File: src/rtl/rr_arbiter_4_amisha.sv
// -----------------------------------------------------------------------------
// rr_arbiter_4_amisha
//
// Four-requester round-robin arbiter with a bounded grant tenure. It produces
// a registered 2-bit grant index and grant-valid strobe. These drive the select
// and enable inputs of a 2-to-4 decoder. Because the outputs are registered,
// the decoder sees glitch-free select/enable.
//
// Parameters
//   MAX_HOLD  maximum consecutive cycles one grant may last (>= 1)
//   CNT_W     width of the tenure counter (derived from MAX_HOLD)
//
// Ports
//   clk_amisha          in   1  clock, all logic on rising edge
//   rst_amisha          in   1  synchronous active-high reset
//   req_amisha          in   4  level request, bit i = requester i
//   grant_idx_amisha    out  2  index of current grantee (decoder select)
//   grant_valid_amisha  out  1  grant active (decoder enable)
//   timeout_amisha      out  1  one-cycle pulse: grant ended by tenure expiry
// -----------------------------------------------------------------------------
module rr_arbiter_4_amisha #(
    parameter int MAX_HOLD = 8,
    localparam int CNT_W   = $clog2(MAX_HOLD) + 1
) (
    input  logic       clk_amisha,
    input  logic       rst_amisha,
    input  logic [3:0] req_amisha,
    output logic [1:0] grant_idx_amisha,
    output logic       grant_valid_amisha,
    output logic       timeout_amisha
);

    typedef enum logic {
        ST_IDLE  = 1'b0,
        ST_GRANT = 1'b1
    } state_t;

    localparam logic [CNT_W-1:0] HOLD_LAST = CNT_W'(MAX_HOLD - 1);

    state_t           state_reg,       state_next;
    logic [1:0]       grant_idx_reg,   grant_idx_next;
    logic             grant_valid_reg, grant_valid_next;
    logic             timeout_reg,     timeout_next;
    logic [CNT_W-1:0] hold_cnt_reg,    hold_cnt_next;
    logic [1:0]       last_ptr_reg,    last_ptr_next;

    logic             rel_drop;
    logic             rel_to;
    logic             win_found;
    logic [1:0]       win_idx;
    logic [1:0]       search_base;

    // Round-robin search: candidates base+1, base+2, base+3, then base itself,
    // so the previous owner is only picked when nobody else is asking.
    function automatic logic [2:0] rr_search(input logic [1:0] base,
                                             input logic [3:0] r);
        logic       found;
        logic [1:0] idx;
        logic [1:0] cand;
        found = 1'b0;
        idx   = base;
        for (int k = 1; k <= 4; k++) begin
            cand = base + k[1:0];
            if (!found && r[cand]) begin
                found = 1'b1;
                idx   = cand;
            end
        end
        return {found, idx};
    endfunction

    // In IDLE the search starts after the last released grantee; in GRANT it
    // starts after the current grantee (which is being released).
    assign search_base          = (state_reg == ST_GRANT) ? grant_idx_reg : last_ptr_reg;
    assign {win_found, win_idx} = rr_search(search_base, req_amisha);

    // A drop takes precedence over expiry in the same cycle, so no timeout.
    assign rel_drop = !req_amisha[grant_idx_reg];
    assign rel_to   = (hold_cnt_reg == HOLD_LAST) && !rel_drop;

    always_comb begin
        state_next       = state_reg;
        grant_idx_next   = grant_idx_reg;
        grant_valid_next = grant_valid_reg;
        timeout_next     = 1'b0;
        hold_cnt_next    = hold_cnt_reg;
        last_ptr_next    = last_ptr_reg;

        case (state_reg)
            ST_IDLE: begin
                grant_valid_next = 1'b0;
                if (win_found) begin
                    grant_idx_next   = win_idx;
                    grant_valid_next = 1'b1;
                    hold_cnt_next    = '0;
                    state_next       = ST_GRANT;
                end
            end
            ST_GRANT: begin
                if (rel_drop || rel_to) begin
                    last_ptr_next = grant_idx_reg;
                    timeout_next  = rel_to;
                    hold_cnt_next = '0;
                    if (win_found) begin
                        // Hand over directly: no idle bubble between grants.
                        grant_idx_next   = win_idx;
                        grant_valid_next = 1'b1;
                    end else begin
                        grant_valid_next = 1'b0;
                        state_next       = ST_IDLE;
                    end
                end else begin
                    grant_valid_next = 1'b1;
                    hold_cnt_next    = hold_cnt_reg + 1'b1;
                end
            end
            default: begin
                state_next       = ST_IDLE;
                grant_valid_next = 1'b0;
            end
        endcase
    end

    always_ff @(posedge clk_amisha) begin
        if (rst_amisha) begin
            state_reg       <= ST_IDLE;
            grant_idx_reg   <= 2'd0;
            grant_valid_reg <= 1'b0;
            timeout_reg     <= 1'b0;
            hold_cnt_reg    <= '0;
            last_ptr_reg    <= 2'd3;   // requester 0 wins first after reset
        end else begin
            state_reg       <= state_next;
            grant_idx_reg   <= grant_idx_next;
            grant_valid_reg <= grant_valid_next;
            timeout_reg     <= timeout_next;
            hold_cnt_reg    <= hold_cnt_next;
            last_ptr_reg    <= last_ptr_next;
        end
    end

    assign grant_idx_amisha   = grant_idx_reg;
    assign grant_valid_amisha = grant_valid_reg;
    assign timeout_amisha     = timeout_reg;

endmodule

File: config.mk
export PLATFORM = sky130hd
export DESIGN_NAME = rr_arbiter_4_amisha
export DESIGN_NICKNAME = d
export VERILOG_FILES = /design/src/rtl/rr_arbiter_4_amisha.sv
export SDC_FILE = /design/constraint.sdc
export NUM_CORES = 1
export LEC_CHECK = 0
export ABC_AREA = 1
export CORE_MARGIN = 3
export CORE_UTILIZATION = 57
export DETAILED_ROUTE_END_ITERATION = 7
export HOLD_SLACK_MARGIN = 0.1
export PLACE_DENSITY = 0.84
export SYNTH_ARGS = -nofsm -noshare
export SYNTH_HDL_FRONTEND = slang
export SYNTH_SLANG_ARGS = --single-unit
export TNS_END_PERCENT = 50
File: constraint.sdc
create_clock -name clk_amisha -period 2.68 [get_ports clk_amisha]
set_input_delay 0.536 -clock clk_amisha [delete_from_list [all_inputs] [get_ports clk_amisha]]
set_output_delay 0.536 -clock clk_amisha [all_outputs]
set_load 0.02 [all_outputs]
==> qor.txt, run 1 <==
outcome = finished clean
area growth from synthesis to layout = 14.8%
number of global-route vias before repair = 682
Required @ worst endpoint = 2140 ps
crit end category = output pin
fmax = 488 MHz
Synth async-reset ratio = 0%
number of flops mapped to enable cells by yosys = 0
CTS tree = built
Detailed Route WL = 1590 um
Rows = 12
CTS root buf = clkbuf_4
Top FF cell, synth = dfxtp_1
CP max-delay cell = clkdlybuf4s50_1
syn_area_per_cell = 6.11 um2
Reg clk slew, reported paths = 60 ps
TNS Setup = 0 ps
htree depth = 1
Clock Path Buffers = 2
Final setup viols = 0
Yosys cell types = 16
Seq pwr share = 27.1%
# Max-Cap Violations = 0
critical path fanouts, max = 9
Seq cells post-synth = 10
slew margin rel. = 72.7%
Avg Vias per Cell = 5.10
Psw = 0.000413 W
DRC viols = 0
delay-heaviest family, CP = buffers and inverters
post-layout min period = 2050 ps
max FFs per register = 4
CP Data Arrival Time = 1520 ps
RSZ-0062 raised after global routing = false
Num Clock Sinks = 10
first-pass iteration count of the detailed router = 4
first-pass GRT wire length = 2790 um
diodes inserted = 0
Final Max Tran Viols = 0
share of layout cells above drive strength 1 = 16.2%
CP startpoint kind = flip-flop
Routed WL per cell = 10.2 um
die area = 1890 um2
largest net degree at the start of global routing = 10
gpl congestion = 0.898
Detail Route Antenna Nets = 0
Num CTS Buffers = 3
hold slack = 480 ps
period utilization = 76.5%
Worst Skew = 4.17 ps
P_int = 0.000412 W
Die H = 43.5 um
Synth warnings = 0
Buffers on Ports = 9
Worst path max stage delay = 690 ps
Crit Path Class = reg -> out
Post-layout nets = 151
clock latency on the worst-skew pair = 260 ps
CTS Hold Buffers Added = 0
starting density of the core = 65.8%
CORE AREA = 1220 um2
worst min path class = reg -> reg
Seq/Total Area, Yosys = 25.0%
Final Hold Fails = 0
# IOs = 10
Vias = 796
Clock power frac = 12.2%
initial antenna violation count = 0
GR Overflow Total = 0
switching share of power = 50.1%
crit-path cells = clkdlybuf4s50_1
Total GRT Usage = 19.1%
cell count after synthesis = 131
Buffers & Inverters on Critical Path = 1
Post-CTS Setup Bufs = 0
VDD IR max = 0.000609 V
Mapped Area = 801 um2
Pleak = 0.477 nW
Resize count post-CTS = 0
1st-iter DRT viols = 20
Least-Margin Pin Slew = 409 ps
Die Wd = 43.5 um
combinational power share = 60.7%
pwr dens = 898 nW/um2
final HPWL from detailed placement = 1310 um
Syn Nets = 138
[final timing paths]
| check | from | end | slack, ps | depth (start not counted) |
|---|---|---|---|---|
| worst min register to register | hold_cnt_reg[1] | hold_cnt_reg[1] | 480 | 2 |
| worst min-delay path | hold_cnt_reg[1] | hold_cnt_reg[1] | 480 | 2 |
| worst max-delay path | grant_valid_amisha | grant_valid_amisha | 630 | 1 |
| worst max register to register | grant_valid_amisha | grant_idx_amisha[0] | 890 | 11 |
[cells in the final DEF, fill, tap and decap left out, drive strengths merged]
master / count
o221ai: 2
clkbuf: 3
dfxtp: 10
ha: 1
nand2: 60
o21ai: 9
nor2: 12
inv: 17
nand3: 11
a21oi: 8
clkdlybuf4s50: 9
[power groups by stage]
stage	clock (W)	sequential (W)	combinational (W)
after floorplan	0	0.000233	0.000382
after global placement	0	0.000226	0.000484
after detailed placement	0	0.000226	0.000498
after CTS	0.000105	0.000223	0.000500
after global routing	0.000116	0.000230	0.000570
final	0.000101	0.000224	0.000501
[cells in the mapped netlist, types with 2 or more instances]
| master | number | share of area, % |
|---|---|---|
| nand2_1 | 44 | 21 |
| inv_1 | 15 | 7.0 |
| nand3_1 | 11 | 6.9 |
| dfxtp_1 | 10 | 25 |
| nand2_2 | 10 | 7.8 |
| nor2_1 | 10 | 4.7 |
| o21ai_0 | 9 | 5.6 |
| a21oi_1 | 8 | 5.0 |
| nand2_4 | 6 | 8.4 |
| o221ai_1 | 2 | 2.2 |
[cell type report]
type / count / area [um2]
Clock buffer: 3 / 22.5
Tap cell: 14 / 17.5
Sequential cell: 10 / 200
Timing Repair Buffer: 9 / 90.1
Inverter: 17 / 68.8
Multi-Input combinational cell: 103 / 520
Fill cell: 97 / 297
[metal layers]
metal / global-route usage [%] / routed length (um) / part of all wire, %
met1: 25.6 / 850 / 53
met2: 30.1 / 689 / 43
met3: 6.22 / 54 / 3.4
met4: 3.61 / 0 / 0
met5: 0 / 0 / 0
[through the flow]
step / util, % / setup slack, ps / cells / cell area, um2 / power (W)
floorplan: - / 1050 / 131 / 801 / 0.000615
global placement: 73.8 / 507 / 153 / 897 / 0.000710
detailed placement: 73.8 / 493 / 153 / 897 / 0.000724
CTS: 75.6 / 612 / 156 / 920 / 0.000828
global route: 75.6 / 548 / 156 / 920 / 0.000916
finish: 75.6 / 629 / 156 / 920 / 0.000826
[cell families after synthesis]
kind of cell    Yosys count  synth area share [%]
compound gates           19                  12.8
flops                    10                  25.0
fa+ha+maj                 1                  1.56
simple gates             83                  50.6
buf+inv                  18                  10.0
Note: power is estimated with default switching activity, not from simulation.
==> run 2, diff against run 1 <==
--- a/config.mk
+++ b/config.mk
@@ -7,10 +7,10 @@
 export LEC_CHECK = 0
 export ABC_AREA = 1
 export CORE_MARGIN = 3
-export CORE_UTILIZATION = 57
+export CORE_UTILIZATION = 53
 export DETAILED_ROUTE_END_ITERATION = 7
 export HOLD_SLACK_MARGIN = 0.1
-export PLACE_DENSITY = 0.84
+export PLACE_DENSITY = 0.79
 export SYNTH_ARGS = -nofsm -noshare
 export SYNTH_HDL_FRONTEND = slang
 export SYNTH_SLANG_ARGS = --single-unit
==> constraint.sdc (replaced) <==
create_clock -name clk_amisha -period 1.9 [get_ports clk_amisha]
set_input_delay 0.38 -clock clk_amisha [delete_from_list [all_inputs] [get_ports clk_amisha]]
set_output_delay 0.38 -clock clk_amisha [all_outputs]
set_load 0.02 [all_outputs]
==> qor.txt, run 2 (synthesis results as in run 1) <==
M2 GR Usage = 34.4% (was 30.1%)
fill cell count = 131 (was 97)
share of layout cells above drive strength 1 = 19.7% (was 16.2%)
Worst path max stage delay = 650 ps (was 690 ps)
final HPWL from detailed placement = 1450 um (was 1310 um)
CP max-delay cell = clkdlybuf4s50_1 (unchanged)
Final Max Tran Viols = 0 (unchanged)
GR Overflow Total = 0 (unchanged)
Buffers on Ports = 9 (unchanged)
first-pass iteration count of the detailed router = 4 (unchanged)
Buffers & Inverters on Critical Path = 1 (unchanged)
Die Wd = 44.9 um (was 43.5 um)
RSZ-0062 raised after global routing = false (unchanged)
Total GRT Usage = 21.1% (was 19.1%)
Clock Path Buffers = 2 (unchanged)
area growth from synthesis to layout = 19.8% (was 14.8%)
post-layout min period = 1750 ps
fmax = 571 MHz
Least-Margin Pin Slew = 232 ps (was 409 ps)
Post-CTS Setup Bufs = 0 (unchanged)
Vias = 851 (was 796)
TNS Setup = 0 ps (unchanged)
crit-path cells = clkdlybuf4s50_1 (unchanged)
Avg Vias per Cell = 5.25 (was 5.10)
htree depth = 1 (unchanged)
Final Hold Fails = 0 (unchanged)
GR met1 Demand/Resource = 26.0% (was 25.6%)
combinational power share = 63.4% (was 60.7%)
initial antenna violation count = 0 (unchanged)
diodes inserted = 0 (unchanged)
CTS Hold Buffers Added = 0 (unchanged)
met3 Usage GRT = 5.58% (was 6.22%)
switching share of power = 48.9% (was 50.1%)
Num CTS Buffers = 3 (unchanged)
gpl congestion = 0.822 (was 0.898)
# Max-Cap Violations = 0 (unchanged)
most frequent cells in the layout = nand2_1 (44), inv_1 (15), nand3_1 (11) (unchanged)
1st-iter DRT viols = 22 (was 20)
delay-heaviest family, CP = buffers and inverters (unchanged)
Num Clock Sinks = 10 (unchanged)
commonest non-fill, non-tap cell in the layout = nand2_1 (unchanged)
Worst Skew = 2.41 ps (was 4.17 ps)
period utilization = 92.2%
Routed WL per cell = 10.8 um (was 10.2 um)
slew margin rel. = 84.5% (was 72.7%)
number of global-route vias before repair = 791 (was 682)
CORE AREA = 1370 um2 (was 1220 um2)
Required @ worst endpoint = 1520 ps (was 2140 ps)
Psw = 0.000597 W (was 0.000413 W)
Final setup viols = 0 (unchanged)
Reg clk slew, reported paths = 60 ps (about the same)
final setup margin = 148 ps (was 629 ps)
VDD IR max = 0.000661 V (was 0.000609 V)
Place WS = -41.7 ps (was 493 ps)
Resize count post-CTS = 1 (was 0)
CP startpoint kind = flip-flop (unchanged)
Detailed Route WL = 1760 um (was 1590 um)
CTS tree = built (unchanged)
outcome = finished clean (unchanged)
Crit Path Class = reg -> out (unchanged)
critical path fanouts, max = 9 (unchanged)
first-pass GRT wire length = 3160 um (was 2790 um)
Die H = 44.9 um (was 43.5 um)
pwr dens = 1270 nW/um2 (was 898 nW/um2)
clock latency on the worst-skew pair = 260 ps (about the same)
crit end category = output pin (unchanged)
max FFs per register = 4 (unchanged)
CP Data Arrival Time = 1370 ps (was 1520 ps)
# IOs = 10 (unchanged)
starting density of the core = 58.6% (was 65.8%)
DRC viols = 0 (unchanged)
Rows = 13 (was 12)
Seq pwr share = 25.1% (was 27.1%)
largest net degree at the start of global routing = 10 (unchanged)
Clock power frac = 11.5% (was 12.2%)
worst min path class = reg -> reg (unchanged)
P_int = 0.000623 W (was 0.000412 W)
Pleak = 0.502 nW (was 0.477 nW)
CTS root buf = clkbuf_4 (unchanged)
Post-layout nets = 156 (was 151)
Detail Route Antenna Nets = 0 (unchanged)
Most Crowded Layer GR = met2 (unchanged)
die area = 2010 um2 (was 1890 um2)
-- run 2: cell types whose count changed in the layout (fill, tap and decap cells not counted) --
cell and change:
dfxtp_2 +1, buf_4 +5, dfxtp_1 -1
-- run 2: power by group through the flow --
stage / clock network (W) / registers, W / logic [W]
final: 0.000140 / 0.000306 / 0.000774
after global routing: 0.000164 / 0.000315 / 0.000884
after CTS: 0.000146 / 0.000306 / 0.000774
after detailed placement: 0 / 0.000311 / 0.000768
after global placement: 0 / 0.000309 / 0.000743
after floorplan: 0 / 0.000329 / 0.000539
-- run 2: cell type report --
| type | count | area [um2] | area share [%] |
|---|---|---|---|
| clock buffer | 3 | 22.5 | 2.35 |
| inverter | 17 | 68.8 | 7.17 |
| timing repair buffer | 14 | 128 | 13.3 |
| tap | 15 | 18.8 | 1.96 |
| multi-input combinational | 103 | 520 | 54.2 |
| sequential | 10 | 201 | 21.0 |
-- run 2: per-layer routing --
| layer | vias to the layer above | share of wire, % | routed length (um) |
|---|---|---|---|
| li1 | 452 | - | - |
| met1 | 379 | 48 | 838 |
| met2 | 15 | 47 | 819 |
| met3 | 5 | 4.0 | 70 |
| met4 | 0 | 1.6 | 28 |
| met5 | - | 0 | 0 |
-- run 2: worst paths after layout --
check | slack, ps | from | endpoint | depth (start not counted)
max | 150 | grant_valid_amisha | grant_valid_amisha | 1
min | 490 | hold_cnt_reg[1] | hold_cnt_reg[1] | 2
max reg2reg | 250 | grant_valid_amisha | grant_idx_amisha[0] | 11
min reg2reg | 490 | hold_cnt_reg[1] | hold_cnt_reg[1] | 2
-- run 2: per-stage QoR --
| step | power [W] | util, % | std cells | cell area (um2) | hold slack (ps) |
|---|---|---|---|---|---|
| floorplan | 0.000868 | - | 131 | 801 | 449 |
| global route | 0.00136 | 70.2 | 162 | 960 | 527 |
| finish | 0.00122 | 70.2 | 162 | 960 | 486 |
| CTS | 0.00123 | 70.2 | 162 | 960 | 491 |
| detailed placement | 0.00108 | 68.5 | 159 | 936 | 483 |
| global placement | 0.00105 | 68.5 | 159 | 936 | 468 |
==> variant 1: new RTL, config.mk and constraints of run 2 <==
`MAX_HOLD`: 8 -> 4.
--- a/src/rtl/rr_arbiter_4_amisha.sv
+++ b/src/rtl/rr_arbiter_4_amisha.sv
@@ -19,7 +19,7 @@
 //   timeout_amisha      out  1  one-cycle pulse: grant ended by tenure expiry
 // -----------------------------------------------------------------------------
 module rr_arbiter_4_amisha #(
-    parameter int MAX_HOLD = 8,
+    parameter int MAX_HOLD = 4,
     localparam int CNT_W   = $clog2(MAX_HOLD) + 1
 ) (
     input  logic       clk_amisha,
Behaviour: not the same (Yosys sat finds a counterexample within 10 cycles, from zero or initial values and one cycle with rst_amisha high).
==> variant 1 against run 2 <==
Hold slack better by 8.7 ps; first-iteration DRC count up 4.5%; sequential share of layout area grew 0.26 points; wire length is 12% lower; setup slack got worse by 70 ps; final area is 10% lower; clock skew up 4.2 ps; synthesized cell count decreased by 12%; area after synthesis down 11%; total power decreased by 5.6%; sequential cell count shrank 1; highest routed layer unchanged.
==> variant 1: results (changes against run 2) <==
post-place-cells: 140  # -12%
pwr_density_cell_nw_per_um2: 1340  # +5.4%
place_ws_ps: -6.40  # +35.3 ps
grt_start_max_net_pins: 8  # -2
syn_nets: 123  # -11%
yosysSeqAreaShare_pct: 25.3  # +0.31 points
final-clk-cell-share_pct: 3.06  # +0.71 points
status: "finished clean"
buffer_area_share_pct: 13.1  # -0.20 points
fillCellCount: 107  # -18%
num_vias: 739  # -13%
vias_per_cell: 5.13  # -2.3%
p_leak_uw: 0.000438  # -13%
clkbuf_count: 4  # +1
hp-start: "hold_cnt_reg[2]"
power.share.switching_pct: 49.2  # +0.21 points
wl_met1_um: 719  # -14%
nMultiInputCombCells: 89  # -14%
timing.final.crit_share_pct: 95.9  # +3.7 points
grt_first_pass_wirelength_um: 2760  # -13%
multi_input_area_share_pct: 53.0  # -1.3 points
p_switching_uw: 566  # -5.2%
n_all_buffers: 12  # -2
wl_met3_um: 49  # -30%
grt_usage_pct: 19.5  # -1.6 points
globalRouteMet3Util_pct: 1.69  # -3.9 points
[variant 1: cell count changes after synthesis, sizes merged]
cell | before | now
nand2 | 60 | 54
nand3 | 11 | 6
nor2 | 12 | 8
o21ai | 9 | 5
nand4 | 0 | 3
a21oi | 8 | 6
a31oi | 0 | 1
and2 | 0 | 1
dfxtp | 10 | 9
ha | 1 | 2
inv | 17 | 16
or2 | 0 | 1
[variant 1: cells by family (layout without fill, tap and decap cells)]
| kind of cell | after synthesis | count (layout) | synth area share (%) |
|---|---|---|---|
| AND/OR/NAND/NOR | 73 | 73 | 48.3 |
| buffers and inverters | 17 | 32 | 10.7 |
| AO/OA/AOI/OAI | 14 | 14 | 12.1 |
| flip-flops | 9 | 9 | 25.3 |
| adder cells (fa/ha/maj) | 2 | 2 | 3.51 |
[variant 1: tightest hold or removal path, cell delays in order (launching register included)]
cell and delay (ps):
dfxtp_1 310, nand4_1 90, a21oi_1 60
==> variant 2: new RTL, settings of run 2 <==
Made on the original files. Reset style: asynchronous (`rst_amisha`), changed in one clocked block. Comments in the files are not updated.
--- a/src/rtl/rr_arbiter_4_amisha.sv
+++ b/src/rtl/rr_arbiter_4_amisha.sv
@@ -121,7 +121,7 @@
         endcase
     end
 
-    always_ff @(posedge clk_amisha) begin
+    always_ff @(posedge clk_amisha or posedge rst_amisha) begin
         if (rst_amisha) begin
             state_reg       <= ST_IDLE;
             grant_idx_reg   <= 2'd0;
Function: differs if rst_amisha is asserted again (counterexample within 4 cycles, from zero or initial values and one cycle with rst_amisha high); with rst_amisha held inactive, the same outputs for 10 cycles.
==> variant 2 against run 2 <==
Area after synthesis grew 13%; hold slack lost 94 ps; wire length shrank 0.97%; total power grew 74%; synthesized cell count shrank 5.3%; final area grew 9.4%; sequential share of layout area grew 3.2 points; setup slack lost 64 ps; die area grew 11%; sequential cell count is the same; combinational power grew 95%; critical path depth is the same; final cell count shrank 5.6%; largest cell class unchanged; largest power group unchanged; highest routed layer unchanged.
==> variant 2: results (changes against run 2) <==
r2r_end: "hold_cnt_reg[0]"
num_vias: 775  # -8.9%
vias_per_cell: 5.07  # -3.6%
finalClockSkew_ps: 4.32  # +1.91 ps
post-place-cells: 149  # -6.3%
synth-compound-area-share_pct: 8.56  # -4.2 points
timing.rr.start: "grant_valid_amisha"
synth.distinct_cells: 28  # +12
drive_gt1_share_pct: 29.9  # +10 points
synth_commonest_cells: "nand2_1 (36), nand2_2 (16), inv_1 (11), nand3_1 (11), dfrtp_1 (8)"
reg2reg_slack_ps: 280  # +30 ps
vdd_ir_drop_max_mv: 1.38  # +110%
syn_nets: 131  # -5.1%
grt_pass1_vias: 705  # -11%
gp_congestion: 0.830  # +0.94%
p_leak_uw: 0.000506  # +0.93%
status: "finished clean"
arrival_ps: 1440  # +70 ps
drt_iter0_drc: 20  # -9.1%
grt_first_pass_wirelength_um: 3120  # -1.3%
synth_ff_type: "dfrtp_1"
post_drt_wl_per_cell_um: 11.4  # +4.9%
worst_slew_pin_slew_ps: 383  # +151 ps
dpl.hpwl_um: 1420  # -2.1%
synthAdderAreaFrac_pct: 1.38  # -0.18 points
grt_start_max_net_pins: 11  # +1
yosys-top-cells-area: "dfrtp_1 (22%), nand2_1 (15%), nand2_2 (11%)"
[variant 2: changes by cell type after synthesis, sizes merged, moves of 2 or more]
cell / before / now
a21oi: 8 / 3
dfrtp: 0 / 8
dfstp: 0 / 2
dfxtp: 10 / 0
inv: 17 / 13
nand4: 0 / 2
nor2: 12 / 6
[variant 2: power by group through the flow]
stage          Combinational [uW]  Clock, uW  Sequential, uW
2_1_floorplan                1210          0             427
3_3_place_gp                 1470          0             426
3_5_place_dp                 1500          0             431
4_1_cts                      1510        195             429
5_1_grt                      1700        210             445
6_report                     1510        190             430
[variant 2: stage by stage]
step           hold slack [ps]  cell area, um2
2_1_floorplan              219             906
3_3_place_gp               486            1010
3_5_place_dp               494            1010
4_1_cts                    400            1050
5_1_grt                    407            1050
6_report                   392            1050
[variant 2: area by class of cell]
class | instances | area share, %
multi-input combinational | 99 | 55.5
sequential | 10 | 24.2
timing repair buffer | 10 | 9.30
inverter | 14 | 5.60
clock buffer | 4 | 3.46
tap | 16 | 1.91
[variant 2: metal layers]
metal	part of all wire, %	vias up	GRT usage [%]
li1	-	420	-
met1	53	342	28.2
met2	43	11	28.6
met3	3.9	2	5.75
met4	0.34	0	3.31
met5	0	-	0
[variant 2: timing repair]
action,4_1_cts,5_1_grt
endpoints found under the setup margin,1,0
gates resized for setup,1,0
hold endpoints to repair,0,0
[variant 2: cell families after synthesis]
logic type,count (synthesis)
buf+inv,15
xor+xnor,2
compound gates,14
flops,10
simple gates,82
fa+ha+maj,1
[variant 2: worst max-delay path by stage]
| stage | depth (start not counted) | start | slack [ps] | end |
|---|---|---|---|---|
| 2_1_floorplan | 13 | grant_valid_amisha | 300 | grant_idx_amisha[1] |
| 3_3_place_gp | 10 | req_amisha[3] | 60 | grant_idx_amisha[1] |
| 3_5_place_dp | 10 | req_amisha[3] | 40 | grant_idx_amisha[1] |
| 4_1_cts | 1 | grant_valid_amisha | 70 | grant_valid_amisha |
| 5_1_grt | 1 | grant_valid_amisha | 20 | grant_valid_amisha |
| 6_report | 1 | grant_valid_amisha | 80 | grant_valid_amisha |
